==> config.mk <==
export PLATFORM = sky130hd
export DESIGN_NAME = div_seq_ctrl
export DESIGN_NICKNAME = d
export VERILOG_FILES = /design/src/rtl/div_pkg.sv /design/src/rtl/div_step.sv /design/src/rtl/div_seq_ctrl.sv
export SDC_FILE = /design/constraint.sdc
export NUM_CORES = 1
export LEC_CHECK = 0
export BUFFER_PORTS_ARGS = -buffer_cell sky130_fd_sc_hd__buf_4
export CORE_MARGIN = 5
export CORE_UTILIZATION = 35
export CTS_CLUSTER_SIZE = 30
export DETAILED_ROUTE_END_ITERATION = 12
export PLACE_DENSITY_LB_ADDON = 0.2
export SLEW_MARGIN = 10
export SYNTH_ARGS = -nofsm -noshare
export SYNTH_HDL_FRONTEND = slang
export SYNTH_SLANG_ARGS = --single-unit
==> constraint.sdc <==
create_clock -name clk -period 3.37 [get_ports clk]
set_clock_uncertainty 0.2 [all_clocks]
set_input_delay 0.1685 -clock clk [delete_from_list [all_inputs] [get_ports clk]]
set_output_delay 0.1685 -clock clk [all_outputs]
set_load 0.01 [all_outputs]
==> src/rtl/div_pkg.sv <==
// Shared types and constants for the sequential restoring divider.
// Divide-by-zero result: quotient DBZ_Q, remainder equal to the dividend.
package div_pkg;

  typedef enum logic [1:0] {
    IDLE = 2'd0,
    CALC = 2'd1,
    DONE = 2'd2
  } state_t;

  localparam logic [31:0] DBZ_Q = 32'd0;

  function automatic int cnt_width(input int width);
    return (width < 2) ? 1 : $clog2(width);
  endfunction

endpackage

==> src/rtl/div_step.sv <==
// One restoring shift-subtract step: shift the dividend MSB into the partial
// remainder, subtract the divisor when it fits, and emit the quotient bit.
module div_step #(
  parameter int WIDTH = 4
) (
  input  logic [WIDTH:0]   rem,
  input  logic             dividend_msb,
  input  logic [WIDTH-1:0] divisor,
  output logic [WIDTH:0]   rem_next,
  output logic             q_bit
);

  logic [WIDTH:0] rem_sh;
  logic [WIDTH:0] divisor_ext;
  logic           rem_top_unused;

  // The remainder is always below the divisor, so its top bit is zero here.
  assign rem_top_unused = rem[WIDTH];
  assign rem_sh         = {rem[WIDTH-1:0], dividend_msb};
  assign divisor_ext    = {1'b0, divisor};

  always_comb begin
    q_bit    = 1'b0;
    rem_next = rem_sh;
    if (rem_sh >= divisor_ext) begin
      q_bit    = 1'b1;
      rem_next = rem_sh - divisor_ext;
    end
  end

endmodule

==> src/rtl/div_seq_ctrl.sv <==
// Multi-cycle unsigned divider: one quotient bit per clock, valid/ready on
// both the operand and the result side.
//
//   state | meaning
//   ------+--------------------------------------------------------------
//   IDLE  | in_ready high, waiting for operands
//   CALC  | one restoring step per clock, step counter counts down to 0
//   DONE  | out_valid high, q/r/div_by_zero held until the consumer takes them
module div_seq_ctrl
  import div_pkg::*;
#(
  parameter int WIDTH = 4
) (
  input  logic             clk,
  input  logic             rst,
  input  logic             in_valid,
  output logic             in_ready,
  input  logic [WIDTH-1:0] a,
  input  logic [WIDTH-1:0] b,
  output logic             out_valid,
  input  logic             out_ready,
  output logic [WIDTH-1:0] q,
  output logic [WIDTH-1:0] r,
  output logic             div_by_zero,
  output logic             busy
);

  localparam int CW = cnt_width(WIDTH);
  localparam logic [CW-1:0] CNT_LAST = CW'(WIDTH - 1);

  state_t           state;
  state_t           state_next;
  logic [WIDTH-1:0] dividend;
  logic [WIDTH-1:0] divisor;
  logic [WIDTH:0]   rem;
  logic [WIDTH:0]   rem_next;
  logic [WIDTH-1:0] quot;
  logic [WIDTH-1:0] quot_next;
  logic             q_bit;
  logic [CW-1:0]    cnt;
  logic             accept;

  div_step #(.WIDTH(WIDTH)) u_step (
    .rem          (rem),
    .dividend_msb (dividend[WIDTH-1]),
    .divisor      (divisor),
    .rem_next     (rem_next),
    .q_bit        (q_bit)
  );

  assign quot_next = {quot[WIDTH-2:0], q_bit};
  assign in_ready  = (state == IDLE);
  assign out_valid = (state == DONE);
  assign busy      = (state != IDLE);
  assign accept    = in_valid && in_ready;

  always_ff @(posedge clk) begin
    if (rst) begin
      state <= IDLE;
    end else begin
      state <= state_next;
    end
  end

  always_comb begin
    state_next = state;
    case (state)
      IDLE: begin
        if (accept) begin
          // A zero divisor needs no steps: the result is ready immediately.
          state_next = (b == '0) ? DONE : CALC;
        end
      end
      CALC: begin
        if (cnt == '0) begin
          state_next = DONE;
        end
      end
      DONE: begin
        if (out_ready) begin
          state_next = IDLE;
        end
      end
      default: state_next = IDLE;
    endcase
  end

  always_ff @(posedge clk) begin
    if (rst) begin
      dividend    <= '0;
      divisor     <= '0;
      rem         <= '0;
      quot        <= '0;
      cnt         <= '0;
      q           <= '0;
      r           <= '0;
      div_by_zero <= 1'b0;
    end else begin
      case (state)
        IDLE: begin
          if (accept) begin
            dividend <= a;
            divisor  <= b;
            rem      <= '0;
            quot     <= '0;
            if (b == '0) begin
              q           <= WIDTH'(DBZ_Q);
              r           <= a;
              div_by_zero <= 1'b1;
              cnt         <= '0;
            end else begin
              div_by_zero <= 1'b0;
              cnt         <= CNT_LAST;
            end
          end
        end
        CALC: begin
          dividend <= {dividend[WIDTH-2:0], 1'b0};
          rem      <= rem_next;
          quot     <= quot_next;
          if (cnt == '0) begin
            q <= quot_next;
            r <= rem_next[WIDTH-1:0];
          end else begin
            cnt <= cnt - 1'b1;
          end
        end
        default: ;
      endcase
    end
  end

endmodule

==> results by group <==
STA
  – Worst slew pin tran: ~0.57 ns
  – Setup violators final: 0
  – Fin Setup TNS: 0 ns
  – Peak Freq: 0.4297 GHz
  – Crit path time final: 2.327 ns
  – RSZ-0062 raised after global routing: false
  – Fin. Hold Viols: 0
  – Rel. slew slack: 61.44%
  – Worst setup margin: 1.043 ns
  – Fin crit share: 69.06%
  – Max Slew Vio Count: 0

Cells and area
  – Multi-input logic area: 747.0 µm²
  – Share of layout cells above drive strength 1: 16.75%
  – Layout Nets: 211
  – Leading cell type in the layout, fill and taps excluded: dfxtp_1
  – Fin area: 0.001709 mm²
  – FF/Latch Area: 560.5 µm²
  – Area grow syn2layout: 22.07%
  – FILL cells: ~390
  – Final cell count without fillers: 241
  – Commonest non-fill, non-tap cells in the layout: 28 x dfxtp_1, 23 x buf_4, 22 x nand2_1
  – N_diodes: 0

GRT
  – Met2 usage: 24.63%
  – Global-route met3 utilization: 1.928%
  – M1 GR Usage: 17.17%
  – Grt ovf: 0
  – Gr usage total: 13.91%
  – Global-route wire length before repair: 5851 µm
  – Largest net degree at the start of global routing: 31
  – Vias in the first global route: 1258
  – Initial antenna violation count: 0
  – Layer with the highest usage: met2

Clocking
  – CTS tree: built
  – H-tree levels: 1
  – TritonCTS Sinks: 28
  – Clock Tree Buf Depth: 2
  – Post CTS Setup Buffer Count: 0
  – Num CTS Buffers: 3
  – CTS root buf: clkbuf_8
  – Clk_lat worst skew: ~0.27 ns
  – Clock-pin transition on the worst setup and hold timing paths: 0.09 ns

Pwr
  – PD cells: between 400 and 500 mW/mm²
  – LEAKAGE: 0.6603 nW
  – Peak supply drop: 0.2435 mV

Floorplan
  – Cell Rows: 23
  – Core box area: between 0.003 and 0.004 mm²
  – Full die area: roughly 0.0054 mm²
  – Ports: 24
  – Initial Util: 35.51%
  – Chip height: 73.25 µm
  – Die width: 73.25 µm

Route
  – Routed WL: roughly 3600 µm
  – 1st-pass router iterations: 4
  – DRC: 0
  – ANT nets after route: 0
  – Wire per inst: between 10 and 15 µm
  – Initial DRC count: 40
  – Via-per-instance ratio: 5.141
  – Via count: 1239

Min path
  – Hold path depth: 2
  – Worst hold path class: in2reg

Setup path
  – Worst Setup EP: r[3]
  – CP Data Arrival Time: 2.30 ns
  – Startpoint types: flop
  – Worst Path Required: roughly 3.3 ns
  – Worst R2R Path Depth: 5
  – R2R Setup Slk: 1.04 ns
  – Reg-to-reg startpoint: state[0]
  – CP Class: reg2reg
  – Crit. End Element: flop
  – Worst setup path start: state[0]
  – Reg-to-Reg End: r[3]
  – Maximum fanout along the worst path: 11

Yosys
  – Post-synthesis mux area share: less than 1%
  – Compound-Gate Fraction of Synth Area: between 20% and 30%
  – Post-synthesis cell area: 0.001400 mm²
  – Ys flop type: dfxtp_1
  – Library cells used by synthesis: 42
  – Post-synth ARST share: 0%
  – Seq/Total Area, Yosys: 40.04%
  – Syn Inst Count: 166
  – Simple-gate portion of the synthesized area: roughly a quarter
  – Syn Area/Cell: 8.434 µm²
  – Largest family of logic cells by synthesized area: simple AND/OR/NAND/NOR gates
  – Post-Synth XOR/XNOR Area: 1.251%
  – Yosys reg bits: 28
  – Number of flops mapped to enable cells by yosys: 0
  – Synth warn: 0
  – Synthesized Nets: roughly 180
  – Synth Area in Adders: 5.898%

Place
  – Post-place setup slack: 1.110 ns
  – GPL Wtd Cong: slightly above 0.9
  – Post-DP HPWL: 2758 µm
  – Placed insts: 230
  – Buffers on Ports: 23
  – Placed Area: around 0.0016 mm²

Flow run
  – Max Cap Viol: 0

Run status
  – Outcome: complete, no violations
flip-flops by register name (all words and copies together) (netlist names):
signal	cells
dividend	4
divisor	4
q	4
r	4
rem	4
quot	3
cnt	2
state	2
div_by_zero	1
through the flow:
stage	util (%)	hold WS (ns)	total power [mW]
finish	43.35	0.07909	0.7705
global route	43.35	0.07788	0.8141
detailed placement	40.27	0.2370	0.5908
global placement	40.27	0.2271	0.5835
floorplan	-	0.1045	0.5343
CTS	43.35	0.06930	0.7755
kinds of logic (layout without fill, tap and decap cells):
kind of cell,after synthesis,count (layout)
buffers and inverters,21,46
and+or+nand+nor,69,69
AOI/OAI and AO/OA,39,39
muxes,1,1
xor gates and xnor gates,2,2
DFF,28,28
adders and majority gates,6,6
report_power, final:
group / switching [mW] / internal [mW] / total (mW)
Clock: 0.0991 / 0.0802 / 0.179
Sequential: 0.0192 / 0.357 / 0.376
Combinational: 0.123 / 0.0920 / 0.215
Total: 0.242 / 0.529 / 0.771
worst max-delay path, cell delays in order, from the launching register on:
cell	delay, ns
dfxtp_1	0.53
nor2b_1	0.46
and2_0	0.46
or2_1	0.23
nor2_1	0.09
a2111oi_4	0.26
repair_timing:
item | CTS | global route
gates resized for setup | 0 | 0
hold endpoints to repair | 8 | 0
endpoints found under the setup margin | 0 | 0
hold buffers | 8 | 0
layer usage:
metal  routed length, µm  share of wire [%]
met5                   0                  0
met4                  40                1.1
met3                  84                2.3
met2                1823                 51
met1                1640                 46
cell type report:
cell class                 instances  area share [%]
tap                               50           3.660
clock buffer                       3           2.416
sequential                        28           32.80
inverter                          12           2.635
multi-input combinational        117           43.70
timing repair buffer              31           14.79
cells in the mapped netlist (2+ instances only):
| cell type | n | area share [%] |
|---|---|---|
| a311oi_1 | 4 | 2.5 |
| nand3b_1 | 5 | 2.7 |
| o21ai_0 | 3 | 1.1 |
| nand2b_1 | 4 | 1.8 |
| or4_1 | 2 | 1.1 |
| a22oi_1 | 6 | 3.2 |
| nor2b_1 | 2 | 0.89 |
| clkbuf_1 | 4 | 1.1 |
| and2_1 | 2 | 0.89 |
| o21ai_1 | 2 | 0.71 |
| nand2_1 | 22 | 5.9 |
| a221oi_1 | 2 | 1.3 |
| nor2_1 | 15 | 4.0 |
| nand3_1 | 6 | 2.1 |
| buf_2 | 2 | 0.71 |
| ha_1 | 5 | 4.5 |
| nor2_2 | 2 | 0.89 |
| inv_1 | 12 | 3.2 |
| nor3_1 | 3 | 1.1 |
| or2_1 | 2 | 0.89 |
| dfxtp_1 | 28 | 40 |
| a21oi_1 | 13 | 4.6 |
worst min-delay path by stage:
| stage | slack, ns | endpoint | startpoint |
|---|---|---|---|
| 6_report | 0.08 | state[0] | rst |
| 5_1_grt | 0.08 | q[0] | rst |
| 4_1_cts | 0.07 | q[0] | rst |
| 3_5_place_dp | 0.24 | state[1] | out_ready |
| 3_3_place_gp | 0.23 | divisor[3] | b[3] |
| 2_1_floorplan | 0.10 | divisor[1] | b[1] |
Power figures use the tool's default switching activity.
